===== src/rtl/iccm_window_aligner.sv =====
// Extracts an OUT_W-bit window from bank read data at a STEP-granular offset.
// MODE 2 windows that run off the end of the word take their upper bits from the next beat.
module iccm_window_aligner #(
    parameter int DATA_W = 12,
    parameter int OUT_W  = 6,
    parameter int STEP   = 2,
    parameter int MODE   = 0,
    localparam int NOFF  = DATA_W / STEP,
    localparam int OFF_W = (NOFF > 1) ? $clog2(NOFF) : 1
) (
    input  logic              clk,
    input  logic              rst_n,
    input  logic              in_valid,
    output logic              in_ready,
    input  logic [DATA_W-1:0] in_data,
    input  logic [OFF_W-1:0]  in_off,
    input  logic              in_last,
    output logic              out_valid,
    input  logic              out_ready,
    output logic [OUT_W-1:0]  out_data,
    output logic              out_err,
    output logic [15:0]       span_cnt
);

    typedef enum logic [1:0] {EMPTY, FULL, SPAN_WAIT} state_e;

    state_e              state_q, state_d;
    logic [OUT_W-1:0]    out_data_q, out_data_d;
    logic                out_err_q, out_err_d;
    logic [DATA_W-1:0]   head_q, head_d;
    logic [OFF_W-1:0]    off_q, off_d;
    logic [15:0]         span_cnt_q, span_cnt_d;

    logic                accept;
    logic                head_err;
    logic                need_span;
    logic [2*DATA_W-1:0] head_ext;
    logic [OUT_W-1:0]    head_win;
    logic [OUT_W-1:0]    span_win;

    // ext holds {upper source word, current word}; the window is a plain right shift of it.
    function automatic logic [OUT_W-1:0] window_f(input logic [2*DATA_W-1:0] ext,
                                                  input logic [OFF_W-1:0] off);
        logic [2*DATA_W-1:0] sh;
        sh = ext >> (int'(off) * STEP);
        return sh[OUT_W-1:0];
    endfunction

    always_ff @(posedge clk or negedge rst_n) begin
        if (!rst_n) begin
            state_q    <= EMPTY;
            out_data_q <= '0;
            out_err_q  <= 1'b0;
            head_q     <= '0;
            off_q      <= '0;
            span_cnt_q <= '0;
        end else begin
            state_q    <= state_d;
            out_data_q <= out_data_d;
            out_err_q  <= out_err_d;
            head_q     <= head_d;
            off_q      <= off_d;
            span_cnt_q <= span_cnt_d;
        end
    end

    always_comb begin
        accept    = in_valid && in_ready;
        head_err  = int'(in_off) >= NOFF;
        need_span = (MODE == 2) && !head_err && !in_last &&
                    (int'(in_off) * STEP + OUT_W > DATA_W);
        // Zero upper word gives zero-fill (MODE 0, MODE 2 last beat); a copy gives rotation.
        head_ext = {{DATA_W{1'b0}}, in_data};
        if (MODE == 1) head_ext[2*DATA_W-1:DATA_W] = in_data;
        head_win = head_err ? '0 : window_f(head_ext, in_off);
        span_win = window_f({in_data, head_q}, off_q);
    end

    always_comb begin
        state_d = state_q;
        case (state_q)
            EMPTY:     if (accept) state_d = need_span ? SPAN_WAIT : FULL;
            FULL:      if (out_ready) state_d = accept ? (need_span ? SPAN_WAIT : FULL) : EMPTY;
            SPAN_WAIT: if (accept) state_d = FULL;
            default:   state_d = EMPTY;
        endcase
    end

    always_comb begin
        out_data_d = out_data_q;
        out_err_d  = out_err_q;
        head_d     = head_q;
        off_d      = off_q;
        span_cnt_d = span_cnt_q;
        if (accept) begin
            if (state_q == SPAN_WAIT) begin
                out_data_d = span_win;
                out_err_d  = 1'b0;
                if (span_cnt_q != 16'hFFFF) span_cnt_d = span_cnt_q + 16'd1;
            end else if (need_span) begin
                head_d = in_data;
                off_d  = in_off;
            end else begin
                out_data_d = head_win;
                out_err_d  = head_err;
            end
        end
    end

    always_comb begin
        in_ready  = 1'b1;
        out_valid = 1'b0;
        case (state_q)
            FULL: begin
                in_ready  = out_ready;
                out_valid = 1'b1;
            end
            default: ;
        endcase
    end

    assign out_data = out_data_q;
    assign out_err  = out_err_q;
    assign span_cnt = span_cnt_q;

endmodule

===== config.mk =====
export PLATFORM = sky130hd
export DESIGN_NAME = iccm_window_aligner
export DESIGN_NICKNAME = d
export VERILOG_FILES = /design/src/rtl/iccm_window_aligner.sv
export SDC_FILE = /design/constraint.sdc
export NUM_CORES = 1
export LEC_CHECK = 0
export ABC_AREA = 1
export BUFFER_PORTS_ARGS = -buffer_cell sky130_fd_sc_hd__clkbuf_2
export CORE_ASPECT_RATIO = 1.1
export CORE_MARGIN = 4
export CORE_UTILIZATION = 42
export DETAILED_ROUTE_END_ITERATION = 7
export GPL_ROUTABILITY_DRIVEN = 0
export MAX_ROUTING_LAYER = met4
export PLACE_DENSITY = 0.79
export SLEW_MARGIN = 30
export SYNTH_ARGS = -nofsm -noshare
export SYNTH_HDL_FRONTEND = slang
export SYNTH_SLANG_ARGS = --single-unit

===== constraint.sdc =====
create_clock -name clk -period 1.18 [get_ports clk]
set_input_delay 0.295 -clock clk [delete_from_list [all_inputs] [get_ports clk]]
set_output_delay 0.295 -clock clk [all_outputs]
set_load 0.01 [all_outputs]

Word-level counts from Yosys, hierarchy flattened. Index checks and enable logic that the tools add are counted.

Add/sub/neg operators: 1. Multiply operators: 0. Divide/modulo/power cells: 0. Magnitude comparators: 1. Eq/ne operators: 5. Shift-type cells: 1. Multiplexer cells: 9. Bitwise gates (word level): 0. Reduce and logical (&&, ||, !) cells: 5.

Operators with widths (number): 16-bit by 1-bit adder with 16-bit output, second input constant (1); 16-bit != test, second input constant (1); 6-bit two-way mux (2); 12-bit by 4-bit >> shifter with 6-bit output (1); 1-bit two-way mux (4); 2-bit two-way mux (2); 2-bit one-hot mux with 2 select lines (1); 3-bit greater-or-equal comparator, second input constant (1); 3-bit AND reduction (1); 2-bit by 1-bit == test with 1-bit output, second input constant (1); 2-bit == test, second input constant (1); 2-bit logical NOT (1); 2-bit by 1-bit != test with 1-bit output, second input constant (1); 2-bit != test, second input constant (1); 2-bit AND reduction (1); 2-bit OR reduction (1); 1-bit logical AND (1).

Register bits: 25. Latch bits: 0. Bits in writable memories: 0. Memory bits (read-only): 0. Input port bits: 20. Output and inout bits: 25. Logic and storage cells: 26. Memories kept: 0.

Depth between registers and ports, before layout. Gate-level depths: netlist of the first run.

Depth after elaboration: 6. Depth in mapped cells: 8.

Worst setup path after synthesis of the first run. Ideal clock, no wire load.

Path kind: register to register. Start: register state_q[0]. End: register out_data_q[0] (netlist: out_data[0]). Setup time: 65 ps. Data arrival time: 926 ps. Slack: 190 ps. Cell stages (with the launch flop): 7. Buffers on the path: 1. Cells stage by stage: dfrtp_1 nand2_2 nand2_2 buf_6 nor2_1 nand2_1 nand2_1.

Cells in the longest elaborated chain, start to end: 3. Elaborated cells on any way between the ends: 5.

RTL lines: start: declaration (line 27) `state_e state_q, state_d;`; start signal: assignment (line 58) `state_q <= state_d;`; 2-bit by 1-bit == test with 1-bit output (line 113) `case (state_q)`; 1-bit two-way mux (line 113); net in_ready (line 14) `output logic in_ready,`; 1-bit logical AND (line 68) `accept = in_valid && in_ready;`; end signal: assignment (line 59) `out_data_q <= out_data_d;`; end: declaration (line 28) `logic [OUT_W-1:0] out_data_q, out_data_d;`.

The timed path passes the listed nets, and every way through them passes these cells. A chain may end at the register's enable or synchronous reset.

Worst setup path after layout of the first run.
Start: register state_q[0]. End: output in_ready.

Cells in the longest elaborated chain, start to end: 2.

RTL lines (line): 2-bit by 1-bit == test with 1-bit output (113); 1-bit two-way mux (113); end: declaration (14).

No other way between the ends.

==> results of run 1 <==
==> worst max-delay path: cells and delay by family, from the launching register on <==
kind / cells / cell delay, ps
DFF: 1 / 380
buffers and inverters: 1 / 130
and+or+nand+nor: 1 / 80
==> area by class of cell <==
type / instances / area share (%)
clock buffer: 3 / 2.71
inverter: 12 / 5.42
multi-input combinational: 90 / 45.9
sequential: 8 / 24.1
tap: 17 / 2.56
timing repair buffer: 30 / 19.3
==> synth_stat cells <==
cell,count
dfrtp_1,8
a21oi_1,4
buf_4,17
o21ai_1,2
inv_1,10
nand3_1,15
inv_2,2
buf_6,3
o21ai_0,1
nor2_1,4
nand2_2,4
nand3_2,1
nand2_1,43
conb_1,1
==> how the worst min path moves through the flow <==
| stage | to | depth (start not counted) | slack [ps] | startpoint |
|---|---|---|---|---|
| final | out_data[5] | 4 | 410 | in_off[2] |
| after global routing | out_data[3] | 4 | 440 | in_off[2] |
| after CTS | state_q[0] | 4 | 320 | out_ready |
| after detailed placement | out_data[0] | 1 | 150 | rst_n |
| after global placement | out_data[0] | 1 | 140 | rst_n |
| after floorplan | out_data[0] | 0 | -0.6 | rst_n |
==> timing repair <==
action,CTS,global route
hold buffers,1,0
buffers inserted,0,1
hold endpoints to repair,8,0
endpoints found under the setup margin,0,1
==> power groups by stage <==
stage	registers [mW]	logic (mW)	clock network (mW)
2_1_floorplan	0.357	0.194	0
3_3_place_gp	0.337	0.261	0
3_5_place_dp	0.339	0.263	0
4_1_cts	0.335	0.267	0.210
5_1_grt	0.339	0.311	0.219
6_report	0.334	0.269	0.197
==> cells by family after synthesis <==
| kind of cell | share of synthesized area (%) |
|---|---|
| AO/OA/AOI/OAI | 4.79 |
| buffers and inverters | 28.2 |
| flip-flops | 27.4 |
| other | 0.512 |
| AND/OR/NAND/NOR | 39.1 |
==> metrics by stage <==
stage                     power (mW)  util (%)  setup WS, ps  std cells
after global routing           0.869      51.5         0.299        160
after detailed placement       0.602      49.0           122        155
after CTS                      0.811      51.0          7.60        159
after floorplan                0.551         -           190        130
final                          0.801      51.5          47.8        160
after global placement         0.597      49.0           122        155
==> flip-flops by register name (all words and copies together), names as in the netlist <==
| signal | flops |
|---|---|
| out_data | 6 |
| state_q | 1 |
| out_err | 1 |
==> routing by layer <==
layer | vias to the layer above | GRT usage (%) | wire length, um
li1 | 380 | - | -
met1 | 290 | 15.0 | 613
met2 | 27 | 17.6 | 658
met3 | 2 | 1.38 | 148
met4 | 0 | 8.07 | 13
met5 | - | - | 0
==> metrics, run 1 <==
status complete, no violations; crit path DAT 840 ps; unrepaired setup endpoints after global routing no; CP Capture Type output port; Mapped Area 732 um2; Clk network pwr share 24.6%; post-synth top area cell dfrtp_1; CTS Buf Count 3; number of global-route vias before repair 559; first drt pass iteration count 4; Avg Cell Area, Syn 6.36 um2; yosys warns 0; fin nets 165; Yosys top cell area share 27.4%; Slew Viols, Final 0; Min Hold Slack 407 ps; starting density of the core 45.3%; CP cell instances nand2_2, clkbuf_2; CTS tree built; CP Launch Type register; Vias 699; die height 51.8 um; Sw Ratio 33.3%; flop-to-flop setup slack 160 ps; Worst Reg-to-Reg Cells 5; CP startpoint state_q[0]; Post-CTS Resized 0; First DRT Iteration DRCs 18; MaxCap Viol Count 0; setup violators final 0; gr ovfl total 0; Crit Path Class register to output port; CP required 880 ps; # H-tree levels 1; Psw 267 uW; dominant cells by area after synthesis dfrtp_1, nand2_1, buf_4, nand3_1, inv_1; # diodes 0; Slowest-stage cell, CP dfrtp_1; DP Wirelength 1200 um; drt wl/cell 8.96 um; clock skew 0.153 ps; Reg2Reg Launch Point state_q[0]; Syn Inst Count 115; number of buffers added on ports 27; worst hold path type input pin to register; # IOs 45; setup TNS 0 ps; Die X 47.8 um; PD cells 964 nW/um2; largest net degree at the start of global routing 14; Yosys reg bits 8; area taken by flip-flops and latches 200 um2; clk sinks 8; Clock Pin Slew Worst Setup and Hold Paths 50 ps; DRC errors left 0; clk_lat worst skew 240 ps; area grow syn2layout 13.5%; minimum clock period 1130 ps; area of the die 2480 um2; Core Rows 15; crit-path max FO 3; fill cell count 184; commonest cells after routing, fill and taps aside nand2_1, clkbuf_2, conb_1; fin crit share 96.0%; clock root buffer clkbuf_4; antenna violations before repair 0; total core area 1610 um2; clock buffer depth 2; LEAKAGE 0.526 nW; most common cell after layout, fill and taps aside nand2_1; placed cell area 791 um2; post-route cell area 831 um2; Pint 534 uW; CP endpoint in_ready; fmax 0.883 GHz; final WL 1430 um; worst vdd ir 0.274 mV; R2R Path End out_data[4]; post-synth cell types 14; post-route ant nets 0; vias per cell 4.37; CP peak stage delay 380 ps; register area share after synthesis 27.4%; GRT Overall Usage 12.0%; first-pass GRT wire length 2150 um; footprint of the multi-input gates 382 um2; share of layout cells above drive strength 1 27.3%; final hold viol count 0; Flop pwr share 41.8%; Comb power frac 33.6%
Note: power is estimated with default switching activity, not from simulation.
==> run 2: changes to the inputs <==
- CORE_MARGIN: 4 -> 2
==> metrics, run 2 (same netlist as run 1, synthesis figures left out) <==
vias per cell 4.58 (+4.7%); largest net degree at the start of global routing 14 (unchanged); Post-CTS Setup Bufs 0 (unchanged); Slew Viols, Final 0 (unchanged); clock buffer depth 2 (unchanged); drt wl/cell 9.14 um (+2.0%); CP required 880 ps (about the same); fin crit share 97.0% (+1.0 points); minimum clock period 1140 ps (+12.3 ps); CP Launch Type register; CP Capture Type output port; number of global-route vias before repair 613 (+9.7%); number of buffers added on ports 27 (unchanged); final hold viol count 0 (unchanged); # IOs 45 (unchanged); starting density of the core 45.9% (+0.53 points); fill cell count 179 (-2.7%); clock skew 1.63 ps (+1.48 ps); R2R Path End out_data[5]; antenna violations before repair 0 (unchanged); post-route ant nets 0 (unchanged); area of the die 2090 um2 (-15%); total core area 1600 um2 (-1.2%); area grow syn2layout 14.4%; Comb power frac 33.7% (about the same); commonest cells after routing, fill and taps aside nand2_1, clkbuf_2, conb_1; setup violators final 0 (unchanged); # H-tree levels 1 (unchanged); post-route cell area 837 um2 (+0.75%); gr ovfl total 0 (unchanged); worst vdd ir 0.255 mV (-7.1%); Psw 277 uW (+3.7%); crit-path max FO 4 (+1); max FFs per register 6 (unchanged); GRT Overall Usage 15.7% (+3.6 points); Flop pwr share 41.2% (-0.6 points); CTS tree built; Reg2Reg Launch Point state_q[0]; # diodes 0 (unchanged); placed cell area 798 um2 (+0.95%); first-pass GRT wire length 2340 um (+8.7%); PD cells 971 nW/um2 (+0.79%); crit path DAT 850 ps (about the same); Hold Path Depth 4 (unchanged); fmax 0.874 GHz (-1.1%); flop-to-flop setup slack 110 ps (-50 ps); DRC errors left 0 (unchanged); min-delay src out_ready; worst hold path type input pin to register; final WL 1460 um (+2.0%); Core Rows 15 (unchanged); Pint 536 uW (+0.47%); Die X 43.8 um (-8.4%); Hold EP state_q[0]; clk_lat worst skew 250 ps (about the same); status complete, no violations; Vias 732 (+4.7%); First DRT Iteration DRCs 21 (+3); CTS Buf Count 3 (unchanged); Sw Ratio 34.0% (+0.71 points); first drt pass iteration count 4 (unchanged); share of layout cells above drive strength 1 27.3% (unchanged); most common cell after layout, fill and taps aside nand2_1; Power Total 813 uW (+1.6%); die height 47.8 um (-7.7%); Clock Pin Slew Worst Setup and Hold Paths 50 ps (about the same); DP Wirelength 1210 um (+0.47%); fin nets 165 (unchanged); Worst Reg-to-Reg Cells 5 (unchanged); Crit Path Class register to output port; clock root buffer clkbuf_4; LEAKAGE 0.528 nW (+0.45%); clk sinks 8 (unchanged); Clk network pwr share 25.1% (+0.5 points); MaxCap Viol Count 0 (unchanged); setup TNS 0 ps (unchanged)
[run 2: cell count changes in the layout (fill, tap and decap cells not counted), sizes merged]
cell	previous run	this run
clkbuf	30	29
buf	2	3
[run 2: critical path: stages (launching register included)]
cell     delay [ps]
dfrtp_1         380
nand2_2         110
buf_6           110
[run 2: per-stage QoR]
stage                     hold slack [ps]  utilization (%)  std cells  setup WS, ps
after floorplan                    -0.591                -        130           190
after global placement                143             50.0        156           120
after CTS                             337             52.1        160          8.10
final                                 363             52.5        160          35.4
after detailed placement              148             50.0        156          93.4
after global routing                  387             52.5        160        -0.356
[run 2: layout make-up]
type,count,area (um2),share of cell area (%)
Tap cell,17,21.3,2.54
Inverter,12,45.0,5.38
Clock buffer,3,22.5,2.69
Timing Repair Buffer,30,166,19.9
Multi-Input combinational cell,90,382,45.6
Sequential cell,8,200,23.9
[run 2: worst max path at each step]
| stage | from | end | slack (ps) | cells past startpoint |
|---|---|---|---|---|
| 2_1_floorplan | state_q[0] | out_data[0] | 190 | 6 |
| 5_1_grt | state_q[0] | in_ready | -0.4 | 2 |
| 3_5_place_dp | out_ready | out_data[5] | 90 | 7 |
| 3_3_place_gp | out_ready | out_data[4] | 120 | 7 |
| 4_1_cts | state_q[0] | in_ready | 8 | 2 |
| 6_report | state_q[0] | in_ready | 40 | 2 |
[run 2: metal layers]
metal | track usage, % | share of wire (%) | vias to the layer above
met1 | 17.2 | 40 | 322
met2 | 27.4 | 51 | 28
met3 | 1.13 | 7.5 | 4
li1 | - | - | 378
met5 | - | 0 | -
met4 | 10.9 | 2.1 | 0
[run 2: what timing repair did]
action,4_1_cts,5_1_grt
gates resized for setup,0,2
hold buffers,1,0
endpoints found under the hold margin,8,0
endpoints found under the setup margin,0,1
[run 2: power groups by stage]
stage	Combinational, mW	Clock (mW)	Sequential, mW
after floorplan	0.194	0	0.357
after global placement	0.262	0	0.337
after detailed placement	0.268	0	0.340
after CTS	0.271	0.212	0.335
after global routing	0.313	0.221	0.339
final	0.274	0.204	0.335
